--- src/rtl/preamble_peak_detector_pkg.sv ---
// Shared types and width helpers for the preamble detection path.
// The width helpers are also used by the correlator bank, so both sides agree on port sizes.
package preamble_peak_detector_pkg;

    typedef enum logic [1:0] {
        ST_IDLE  = 2'd0,
        ST_ARMED = 2'd1,
        ST_TRACK = 2'd2,
        ST_HOLD  = 2'd3
    } det_state_t;

    // Score width needed to hold a full-match count of 0..length.
    function automatic int corr_width_of(input int length);
        return $clog2(length + 1);
    endfunction

    function automatic int bank_w_of(input int banks);
        return (banks > 1) ? $clog2(banks) : 1;
    endfunction

    // Width of a counter that runs 0..n-1 without wrapping.
    function automatic int cnt_w_of(input int n);
        return (n > 1) ? $clog2(n) : 1;
    endfunction

endpackage

--- src/rtl/preamble_peak_detector_argmax.sv ---
// Registered argmax over the correlator banks; latency 1, lowest bank index wins ties.
// Implemented as a balanced compare tree padded to a power of two.
module bank_argmax
    import preamble_peak_detector_pkg::*;
#(
    parameter int BANKS      = 16,
    parameter int CORR_WIDTH = 7,
    localparam int BANK_W    = bank_w_of(BANKS)
) (
    input  logic                         clk,
    input  logic                         rst,
    input  logic [CORR_WIDTH*BANKS-1:0]  corr_dat,
    input  logic                         corr_vld,
    output logic [CORR_WIDTH-1:0]        best_score,
    output logic [BANK_W-1:0]            best_bank,
    output logic                         best_vld
);

    localparam int NP = 1 << BANK_W;

    typedef struct packed {
        logic [BANK_W-1:0]     bank;
        logic [CORR_WIDTH-1:0] score;
    } cand_t;

    // Left child always covers lower indices, so a strict compare keeps the lowest bank on ties.
    // Padding leaves score 0 at higher indices and therefore never beat a real bank.
    function automatic cand_t tree_max(input logic [CORR_WIDTH*BANKS-1:0] dat);
        logic [CORR_WIDTH*NP-1:0] padded;
        cand_t                    node [1:2*NP-1];
        padded = '0;
        padded[CORR_WIDTH*BANKS-1:0] = dat;
        for (int i = 0; i < NP; i++) begin
            node[NP+i].bank  = BANK_W'(i);
            node[NP+i].score = padded[i*CORR_WIDTH +: CORR_WIDTH];
        end
        for (int k = NP - 1; k >= 1; k--) begin
            node[k] = (node[2*k+1].score > node[2*k].score) ? node[2*k+1] : node[2*k];
        end
        return node[1];
    endfunction

    cand_t win;

    assign win = tree_max(corr_dat);

    always_ff @(posedge clk) begin
        if (rst) begin
            best_vld   <= 1'b0;
            best_score <= '0;
            best_bank  <= '0;
        end else begin
            best_vld <= corr_vld;
            if (corr_vld) begin
                best_score <= win.score;
                best_bank  <= win.bank;
            end
        end
    end

endmodule

--- src/rtl/preamble_peak_detector.sv ---
// Preamble peak detector: picks the best correlator bank per sample, confirms a peak
// after PEAK_WINDOW non-improving samples, then holds off before re-arming.
//
//   state    | meaning
//   ---------+----------------------------------------------------------
//   ST_IDLE  | disarmed; waits for a quiet (all_zeros) valid sample
//   ST_ARMED | quiet seen; waits for a score >= THRESHOLD
//   ST_TRACK | following the peak; counts non-improving samples
//   ST_HOLD  | detection issued; ignores HOLDOFF valid samples
module preamble_peak_detector
    import preamble_peak_detector_pkg::*;
#(
    parameter int LENGTH      = 64,
    parameter int BANKS       = 16,
    parameter int THRESHOLD   = 52,
    parameter int PEAK_WINDOW = 8,
    parameter int HOLDOFF     = 256,
    localparam int CORR_WIDTH = corr_width_of(LENGTH),
    localparam int BANK_W     = bank_w_of(BANKS),
    localparam int OFF_W      = $clog2(PEAK_WINDOW + 1)
) (
    input  logic                         clk,
    input  logic                         rst,
    input  logic                         en,
    input  logic [CORR_WIDTH*BANKS-1:0]  corr_dat,
    input  logic                         corr_vld,
    input  logic                         all_zeros,
    output logic                         det_vld,
    output logic [BANK_W-1:0]            det_bank,
    output logic [CORR_WIDTH-1:0]        det_score,
    output logic [OFF_W-1:0]             det_offset,
    output logic                         busy
);

    localparam int SP_W = cnt_w_of(PEAK_WINDOW);
    localparam int HC_W = cnt_w_of(HOLDOFF);

    localparam logic [CORR_WIDTH-1:0] THR_SCORE = CORR_WIDTH'(THRESHOLD);
    localparam logic [SP_W-1:0]       SP_LAST   = SP_W'(PEAK_WINDOW - 1);
    localparam logic [HC_W-1:0]       HC_LAST   = HC_W'(HOLDOFF - 1);
    localparam logic [OFF_W-1:0]      OFF_VAL   = OFF_W'(PEAK_WINDOW);

    logic [CORR_WIDTH-1:0] best_score;
    logic [BANK_W-1:0]     best_bank;
    logic                  best_vld;

    det_state_t            state;
    logic [CORR_WIDTH-1:0] peak_score;
    logic [BANK_W-1:0]     peak_bank;
    logic [SP_W-1:0]       since_peak;
    logic [HC_W-1:0]       hold_cnt;

    bank_argmax #(
        .BANKS      (BANKS),
        .CORR_WIDTH (CORR_WIDTH)
    ) u_argmax (
        .clk        (clk),
        .rst        (rst),
        .corr_dat   (corr_dat),
        .corr_vld   (corr_vld),
        .best_score (best_score),
        .best_bank  (best_bank),
        .best_vld   (best_vld)
    );

    always_ff @(posedge clk) begin
        if (rst) begin
            state      <= ST_IDLE;
            peak_score <= '0;
            peak_bank  <= '0;
            since_peak <= '0;
            hold_cnt   <= '0;
            det_vld    <= 1'b0;
            det_bank   <= '0;
            det_score  <= '0;
            det_offset <= '0;
        end else begin
            det_vld <= 1'b0;
            // Disable wins over everything, including a detection confirmed this cycle.
            if (!en) begin
                state      <= ST_IDLE;
                peak_score <= '0;
                peak_bank  <= '0;
                since_peak <= '0;
                hold_cnt   <= '0;
            end else if (best_vld) begin
                case (state)
                    ST_IDLE: begin
                        if (all_zeros) begin
                            state <= ST_ARMED;
                        end
                    end
                    ST_ARMED: begin
                        if (best_score >= THR_SCORE) begin
                            state      <= ST_TRACK;
                            peak_score <= best_score;
                            peak_bank  <= best_bank;
                            since_peak <= '0;
                        end
                    end
                    ST_TRACK: begin
                        if (best_score > peak_score) begin
                            peak_score <= best_score;
                            peak_bank  <= best_bank;
                            since_peak <= '0;
                        end else if (since_peak == SP_LAST) begin
                            det_vld    <= 1'b1;
                            det_bank   <= peak_bank;
                            det_score  <= peak_score;
                            det_offset <= OFF_VAL;
                            state      <= ST_HOLD;
                            hold_cnt   <= '0;
                        end else begin
                            since_peak <= since_peak + 1'b1;
                        end
                    end
                    ST_HOLD: begin
                        if (hold_cnt == HC_LAST) begin
                            state    <= ST_IDLE;
                            hold_cnt <= '0;
                        end else begin
                            hold_cnt <= hold_cnt + 1'b1;
                        end
                    end
                    default: state <= ST_IDLE;
                endcase
            end
        end
    end

    assign busy = (state == ST_TRACK) || (state == ST_HOLD);

endmodule

--- config.mk ---
export PLATFORM = sky130hd
export DESIGN_NAME = preamble_peak_detector
export DESIGN_NICKNAME = d
export VERILOG_FILES = /design/src/rtl/preamble_peak_detector_pkg.sv /design/src/rtl/preamble_peak_detector_argmax.sv /design/src/rtl/preamble_peak_detector.sv
export SDC_FILE = /design/constraint.sdc
export NUM_CORES = 1
export LEC_CHECK = 0
export BUFFER_PORTS_ARGS = -buffer_cell sky130_fd_sc_hd__buf_2
export CORE_AREA = 2 2 130 132
export CTS_CLUSTER_DIAMETER = 100
export DETAILED_ROUTE_END_ITERATION = 10
export DIE_AREA = 0 0 132 134
export GPL_ROUTABILITY_DRIVEN = 0
export PLACE_DENSITY = 0.59
export SYNTH_ARGS = -nofsm -noshare
export SYNTH_HDL_FRONTEND = slang
export SYNTH_SLANG_ARGS = --single-unit
export TNS_END_PERCENT = 30
--- constraint.sdc ---
create_clock -name clk -period 6 [get_ports clk]
set_input_delay 0.3 -clock clk [delete_from_list [all_inputs] [get_ports clk]]
set_output_delay 0.3 -clock clk [all_outputs]
set_load 0.01 [all_outputs]
# Yosys cells after proc, flatten, opt, wreduce, memory -nomap -nowiden
# Index checks and enable logic that the tools add are counted.
# classes
n_lt_le_gt_ge	17
bitwise	4
reduce_logical	11
eq_ne	12
muxes	36
n_addsub	2
# ops
operator	n
7-bit greater-than comparator	16
8-bit two-way mux	11
11-bit two-way mux	7
8-bit case mux with 2 select lines	1
7-bit two-way mux	2
7-bit case mux with 2 select lines	1
2-bit != test (second input constant)	6
4-bit AND reduction	3
2-bit two-way mux	5
3-bit two-way mux	3
8-bit by 1-bit adder with 8-bit output (second input constant)	1
8-bit equality test (second input constant)	1
4-bit two-way mux	2
2-bit case mux with 4 select lines	1
4-bit case mux with 2 select lines	1
7-bit by 6-bit >= comparator with 1-bit output (second input constant)	1
3-bit case mux with 2 select lines	1
6-bit AND reduction	1
5-bit AND reduction	1
5-bit OR reduction	1
2-bit equality test (second input constant)	2
1-bit inverter	4
2-bit nonzero test	2
3-bit by 1-bit adder with 3-bit output (second input constant)	1
7 further kinds	7
# word_totals
ff_bits	49
word_cells	94

# Longest topological paths before layout
# Gate-level depths: netlist (run 1).
# depth
word_depth	8
ltp_mapped	32
mapped_depth_nobuf	30

# Modules after synthesis
# A second synthesis (run 1) with hierarchy kept.
# unflattened
hier_cells	789
area_unflattened_um2	6486.2
# by_module_without_submodules
module	cells_each	instances	area_per_inst_um2	seq_area_each_um2
bank_argmax	550	1	4463.0	240.2
preamble_peak_detector	239	1	2023.2	740.7

# Worst setup path before layout (run 1)
# Ideal clock, no wire load.
# synth_timing
path_type	input to register
startpoint	input corr_dat[103]
endpoint	register u_argmax.best_bank[2]
path_slack_ns	-0.447
t_arrival_ns	6.362
t_required_ns	5.914
path_stages	31
setup_ns	0.086
cell_sequence	inv_1 -> ha_1 -> and4_1 -> and4_1 -> a31oi_1 -> buf_2 -> nand2_1 -> o21ai_0 -> ha_1 -> a211oi_1 -> o21bai_1 -> or2_2 -> o21ai_0 -> clkbuf_1 -> nor2_1 -> a21oi_1 -> ha_1 -> a21o_1 -> a221o_1 -> a31oi_2 -> or2_4 -> nor2_4 -> a221oi_2 -> inv_1 -> ha_1 -> a21o_1 -> a21oi_1 -> nor2b_1 -> o31ai_2 -> mux2_2 -> a211oi_1
# synth_via
elab_chain_len	8
# synth_rtl
item	line_no	rtl
start: declaration	preamble_peak_detector.sv:25	input logic [CORR_WIDTH*BANKS-1:0] corr_dat,
7-bit greater-than comparator	preamble_peak_detector_argmax.sv:38	node[k] = (node[2*k+1].score > node[2*k].score) ? node[2*k+1] : node[2*k];
8-bit two-way mux *	preamble_peak_detector_argmax.sv:38	
7-bit greater-than comparator	preamble_peak_detector_argmax.sv:38	
11-bit two-way mux *	preamble_peak_detector_argmax.sv:38	
7-bit greater-than comparator	preamble_peak_detector_argmax.sv:38	
11-bit two-way mux *	preamble_peak_detector_argmax.sv:38	
7-bit greater-than comparator	preamble_peak_detector_argmax.sv:38	
11-bit two-way mux *	preamble_peak_detector_argmax.sv:38	
end signal: assignment	preamble_peak_detector_argmax.sv:56	best_bank <= win.bank;
end: declaration	preamble_peak_detector_argmax.sv:15	output logic [BANK_W-1:0] best_bank,
# Mark *: on every way between the ends. The rest lies on a longest branch, timed or not.
# A chain may end at the register's enable or synchronous reset.

# Final worst setup path (run 1)
# layout_timing
startpoint	input corr_dat[81]
endpoint	register u_argmax.best_bank[0]
# Same word-level chain as after synthesis.

==> results of run 1 <==
synthesized netlist by cell type (all sizes together) (15+ instances only):
cell / number
ha: 119
inv: 112
mux2i: 59
a21oi: 54
dfxtp: 49
nand2: 46
nor2: 46
o21ai: 39
nand3: 36
mux2: 23
nand4: 16
a21o: 15
through the flow:
stage                      util  instance area (um^2)  TNS [ns]  power, W
after global placement    0.559                  9100     -6.65   0.00220
after CTS                 0.577                  9390         0   0.00259
after floorplan               -                  6650         0   0.00149
after detailed placement  0.559                  9100     -7.63   0.00223
final                     0.616                 10000         0   0.00291
after global routing      0.616                 10000     -1.43   0.00314
cells by family after synthesis:
family / count (synthesis)
AO/OA/AOI/OAI: 192
flip-flops: 49
buffers and inverters: 132
AND/OR/NAND/NOR: 218
multiplexers: 82
adder cells (fa/ha/maj): 119
other: 1
metal layers:
layer / routed length, um / up-vias
li1: - / 3606
met3: 761 / 14
met2: 9280 / 119
met1: 8020 / 3182
met5: 0 / -
met4: 150 / 0
worst max-delay path: cells and delay by family:
kind / cells / cell delay (ns)
adder cells (fa/ha/maj): 4 / 0.95
AO/OA/AOI/OAI: 12 / 2.75
multiplexers: 2 / 0.58
buffers and inverters: 5 / 0.61
AND/OR/NAND/NOR: 7 / 0.91
layout make-up:
cell class | count | area, um^2
Fill cell | 1493 | 6260
Timing Repair Buffer | 370 | 2490
Tap cell | 220 | 275
Sequential cell | 49 | 981
Clock inverter | 3 | 28.8
Clock buffer | 5 | 125
Multi-Input combinational cell | 614 | 5700
Inverter | 112 | 428
sequential cells by signal (all words and copies together), names as in the netlist:
signal	cells
det_vld	1
peak_score	7
peak_bank	4
u_argmax.best_score	7
state	2
since_peak	3
det_offset	1
u_argmax.best_vld	1
u_argmax.best_bank	4
det_bank	4
det_score	7
hold_cnt	8
cell usage in the layout, fill, tap and decap left out, types with 6 or more instances in the layout:
master	instances
inv_2	10
mux2i_4	9
nor2_1	38
mux2i_2	6
o221ai_2	6
o31ai_1	7
nand2b_1	6
inv_1	100
dfxtp_1	49
nand2_1	44
mux2_4	9
a21oi_1	38
buf_4	235
ha_4	15
o22ai_2	8
o21ai_2	8
buf_6	6
a21o_1	15
nand4_1	16
nand3b_1	11
nand3_1	36
nor3_1	7
nor2b_1	8
o21ai_1	9
o21ai_0	21
a21oi_2	12
mux2i_1	44
a221oi_4	8
buf_2	128
mux2_2	14
ha_1	104
power breakdown:
group | leakage (nW) | switching [W] | internal (W)
clock network | 0.0767 | 0.000131 | 0.000161
logic | 4.50 | 0.00106 | 0.00120
registers | 0.397 | 0.0000172 | 0.000349
total | 4.97 | 0.00120 | 0.00171
worst min path at each step:
| stage | end | slack, ns | cells past startpoint |
|---|---|---|---|
| after floorplan | u_argmax.best_vld | 0.41 | 1 |
| after global placement | det_offset[3] | 0.44 | 2 |
| after detailed placement | det_offset[3] | 0.44 | 2 |
| after CTS | u_argmax.best_bank[2] | 0.38 | 2 |
| after global routing | u_argmax.best_bank[2] | 0.44 | 2 |
| final | u_argmax.best_bank[2] | 0.42 | 2 |
what timing repair did:
item,in CTS,in global routing
hold buffers,0,0
buffers inserted,8,14
pin swaps,5,42
gates cloned,0,0
endpoints found under the setup margin,11,11
gates resized for setup,17,102
==> flow_summary.json, run 1 <==
{
  "initial_core_util": 0.396,
  "setup.worst_path.start_class": "primary input",
  "ys_warn_count": 0,
  "path_common_cell": "ha_4",
  "place_hpwl_mm": 15.0,
  "final_cells": 1373,
  "post-route-min-period_ns": 5.90,
  "synth-compound-area-share": 0.222,
  "dieWidth_um": 132,
  "vias": 6921,
  "avgSynthCellArea_um2": 8.13,
  "synth-edff-count": 0,
  "endpoint_kind": "flop",
  "grt-ovfl-total": 0,
  "p_per_area_nw_per_um2": 290,
  "r2r-end": "det_score[0]",
  "worst-r2r-setup-slack_ns": 3.32,
  "cpPeakStageDelay_ns": 0.38,
  "grt_pass1_vias": 6618,
  "insertion_delay_ns": 0.29,
  "area_growth_pct": 55.5,
  "holdCritStartpoint": "corr_vld",
  "yosys_most_used_dff": "dfxtp_1",
  "finalClockSkew_ns": 0.00453,
  "yosysSeqAreaShare": 0.152,
  "dpl.cell_count": 1343,
  "path_clk_slew_ns": 0.07,
  "avgRoutedWirePerCell_um": 13.3,
  "ys_top_cells_by_area": "ha_1, dfxtp_1, mux2i_1, inv_1, a21oi_1",
  "dieArea_um2": 17700,
  "syn_area_um2": 6450,
  "drc_errors": 0,
  "post_synth_fa_ha_maj_area_fraction": 0.231,
  "finalHoldWorstSlack_ns": 0.417,
  "arrival_ns": 6.10,
  "max-vdd-ir-drop_uv": 219,
  "synth_top_area_frac": 0.231,
  "clockRootBuffer": "clkbuf_16",
  "drt_first_iter_violations": 213,
  "drtPass1Iterations": 4,
  "endpoint": "u_argmax.best_bank[0]",
  "die_h_um": 134,
  "grt_first_pass_wirelength_mm": 29.6,
  "ys_ff_latch": 49,
  "tritoncts": "built",
  "ys_async_sr_fraction": 0,
  "met3_usage": 0.0272,
  "drive_gt1_frac": 0.471,
  "hold_violations": 0,
  "ant_nets": 0,
  "cp_max_fo": 6,
  "synth_top_family_by_area": "adder cells",
  "tightest_slew_ns": 0.809,
  "coreArea_um2": 16300,
  "busiest_layer": "met2",
  "grt_max_degree": 28,
  "grt_antenna_before_repair": 0,
  "relSlewSlack": 0.459,
  "cap_violations": 0,
  "use_met1": 0.239,
  "synthMuxAreaShare": 0.135,
  "num_rows": 47,
  "worst_hold_path_type": "primary input to flop",
  "r2r-start": "peak_score[4]",
  "wl_mm": 18.2,
  "drv_slew": 0,
  "finalWorstSetupSlack_ns": 0.104,
  "portBuffers": 130,
  "status": "completed",
  "synthXorXnorAreaFrac": 0,
  "cts.path.max_buffers": 2,
  "grtUsageMet2": 0.375,
  "synth_top_cell_by_area": "ha_1",
  "yosys.area_share.simple": 0.180,
  "cp-startpoint": "corr_dat[81]",
  "ios": 134,
  "dp_slack_ns": -0.740,
  "setup_viol": 0,
  "cts_buffers": 5,
  "worst_path_max_delay_cell": "a221o_1",
  "viasPerCell": 5.04,
  "fin_crit_sh": 0.983,
  "syn_inst": 793,
  "rsz0062_at_grt": "true",
  "grt_usage": 0.197,
  "cp.required_ns": 6.20,
  "r2r_cells": 9,
  "fmax_ghz": 0.170,
  "power.leakage_nw": 4.97,
  "diodes": 0,
  "htree_levels": 2,
  "path_class": "primary input to flop",
  "cts.sink_count": 49,
  "fin_nets": 1388,
  "synth_cell_type_count": 74
}
Power figures use the tool's default switching activity.
==> run 2, diff against run 1 <==
--- a/config.mk
+++ b/config.mk
@@ -6,12 +6,13 @@
 export NUM_CORES = 1
 export LEC_CHECK = 0
 export BUFFER_PORTS_ARGS = -buffer_cell sky130_fd_sc_hd__buf_2
+export CAP_MARGIN = 20
 export CORE_AREA = 2 2 130 132
 export CTS_CLUSTER_DIAMETER = 100
 export DETAILED_ROUTE_END_ITERATION = 10
 export DIE_AREA = 0 0 132 134
 export GPL_ROUTABILITY_DRIVEN = 0
-export PLACE_DENSITY = 0.59
+export PLACE_DENSITY = 0.68
 export SYNTH_ARGS = -nofsm -noshare
 export SYNTH_HDL_FRONTEND = slang
 export SYNTH_SLANG_ARGS = --single-unit
==> run 2 against run 1 <==
Effect of this change: clock-buffer cell count did not move; final area is 0.40% lower; first-iteration DRC count grew 51%; worst setup slack worse by 0.012 ns; maximum frequency down 0.20%; clock power shrank 5%; non-clock buffer count decreased by 11; sequential cell count stayed put; worst hold slack got worse by 0.018 ns; critical endpoint unchanged; sequential share of layout area about the same.
==> flow_summary.json, run 2 (same netlist as run 1, synthesis figures left out) <==
{
  "rsz0062_at_grt": "true",
  "regMostFlops": "hold_cnt",
  "worst_hold_path_type": "primary input to flop",
  "grt_first_pass_wirelength_mm": 29.4,
  "ant_nets": 0,
  "dp_slack_ns": -0.497,
  "cap_violations": 0,
  "path_common_cell": "ha_4",
  "path_class": "primary input to flop",
  "area_growth_pct": 54.9,
  "htree_levels": 2,
  "viasPerCell": 5.15,
  "cts.path.max_buffers": 2,
  "diodes": 0,
  "postCtsHoldBufs": 0,
  "cp.required_ns": 6.20,
  "grt_max_degree": 28,
  "post-route-min-period_ns": 5.91,
  "drt_first_iter_violations": 322,
  "dieWidth_um": 132,
  "drive_gt1_frac": 0.469,
  "dieArea_um2": 17700,
  "grt_usage": 0.196,
  "place_hpwl_mm": 15.2,
  "fin_crit_sh": 0.985,
  "fin_nets": 1377,
  "avgRoutedWirePerCell_um": 13.8,
  "cp_max_fo": 6,
  "setup_viol": 0,
  "drc_errors": 0,
  "relSlewSlack": 0.482,
  "grt_antenna_before_repair": 0,
  "grt-ovfl-total": 0,
  "p_per_area_nw_per_um2": 292,
  "ios": 134,
  "arrival_ns": 6.11,
  "dpl.cell_count": 1336,
  "status": "completed",
  "drtPass1Iterations": 4,
  "max-vdd-ir-drop_uv": 222,
  "finalWorstSetupSlack_ns": 0.0922,
  "insertion_delay_ns": 0.29,
  "grt_pass1_vias": 6666,
  "wl_mm": 18.8,
  "coreArea_um2": 16300,
  "hold_violations": 0,
  "cts.sink_count": 49,
  "setup.worst_path.start_class": "primary input",
  "die_h_um": 134,
  "final_cells": 1362,
  "total_power_w": 0.00291,
  "drv_slew": 0,
  "final_util": 0.613,
  "finalClockSkew_ns": 0.00561,
  "finalHoldWorstSlack_ns": 0.400,
  "final_cell_mix": "buf_4, buf_2, inv_1",
  "cpPeakStageDelay_ns": 0.35,
  "largest_reg_flops": 8,
  "worst_path_max_delay_cell": "mux2_4",
  "tritoncts": "built",
  "tightest_slew_ns": 0.775,
  "initial_core_util": 0.396,
  "cts_buffers": 5,
  "final_common_cell": "buf_4",
  "endpoint_kind": "flop",
  "path_clk_slew_ns": 0.06,
  "clockRootBuffer": "clkbuf_16",
  "fmax_ghz": 0.169,
  "portBuffers": 130,
  "power.leakage_nw": 4.91,
  "vias": 7010,
  "num_rows": 47
}
-- run 2: stage by stage --
| stage | area [um^2] | setup TNS [ns] |
|---|---|---|
| floorplan | 6650 | 0 |
| global placement | 9050 | -3.60 |
| detailed placement | 9050 | -4.75 |
| CTS | 9320 | 0 |
| global route | 9990 | -0.647 |
| finish | 9990 | 0 |
-- run 2: final timing paths --
kind	start	endpoint	slack (ns)	depth (start not counted)
worst max-delay path	corr_dat[83]	u_argmax.best_bank[0]	0.09	30
worst min-delay path	corr_vld	u_argmax.best_bank[2]	0.40	2
worst max register to register	peak_score[4]	det_score[0]	3.29	9
worst min register to register	det_offset[3]	det_offset[3]	0.44	2
-- run 2: power by group --
part	switching (W)	internal (W)	leakage [nW]
logic	0.00106	0.00121	4.44
registers	0.0000176	0.000349	0.397
clock network	0.000121	0.000155	0.0702
total	0.00119	0.00172	4.91
-- run 2: layout make-up --
cell class / instances / area [um^2]
multi-input combinational: 614 / 5710
clock inverter: 3 / 21.3
inverter: 112 / 423
fill: 1376 / 6300
tap: 220 / 275
clock buffer: 5 / 125
timing repair buffer: 359 / 2460
sequential: 49 / 981
-- run 2: layer usage --
layer	vias to the layer above	track usage	part of all wire
met5	-	0	0
met1	3222	0.245	0.44
li1	3591	-	-
met2	162	0.358	0.50
met4	0	0.0489	0.022
met3	35	0.0238	0.035
-- run 2: critical path: cells and delay by family --
| kind | cells | cell delay [ns] |
|---|---|---|
| buffers and inverters | 5 | 0.63 |
| multiplexers | 2 | 0.61 |
| AND/OR/NAND/NOR | 7 | 1.08 |
| AO/OA/AOI/OAI | 12 | 2.47 |
| adder cells (fa/ha/maj) | 4 | 1.01 |
-- run 2: what timing repair did --
item	4_1_cts	5_1_grt
buffers inserted	2	15
endpoints found under the setup margin	11	11
endpoints found under the hold margin	0	0
pin swaps	7	52
gates resized for setup	17	104
gates cloned	0	1
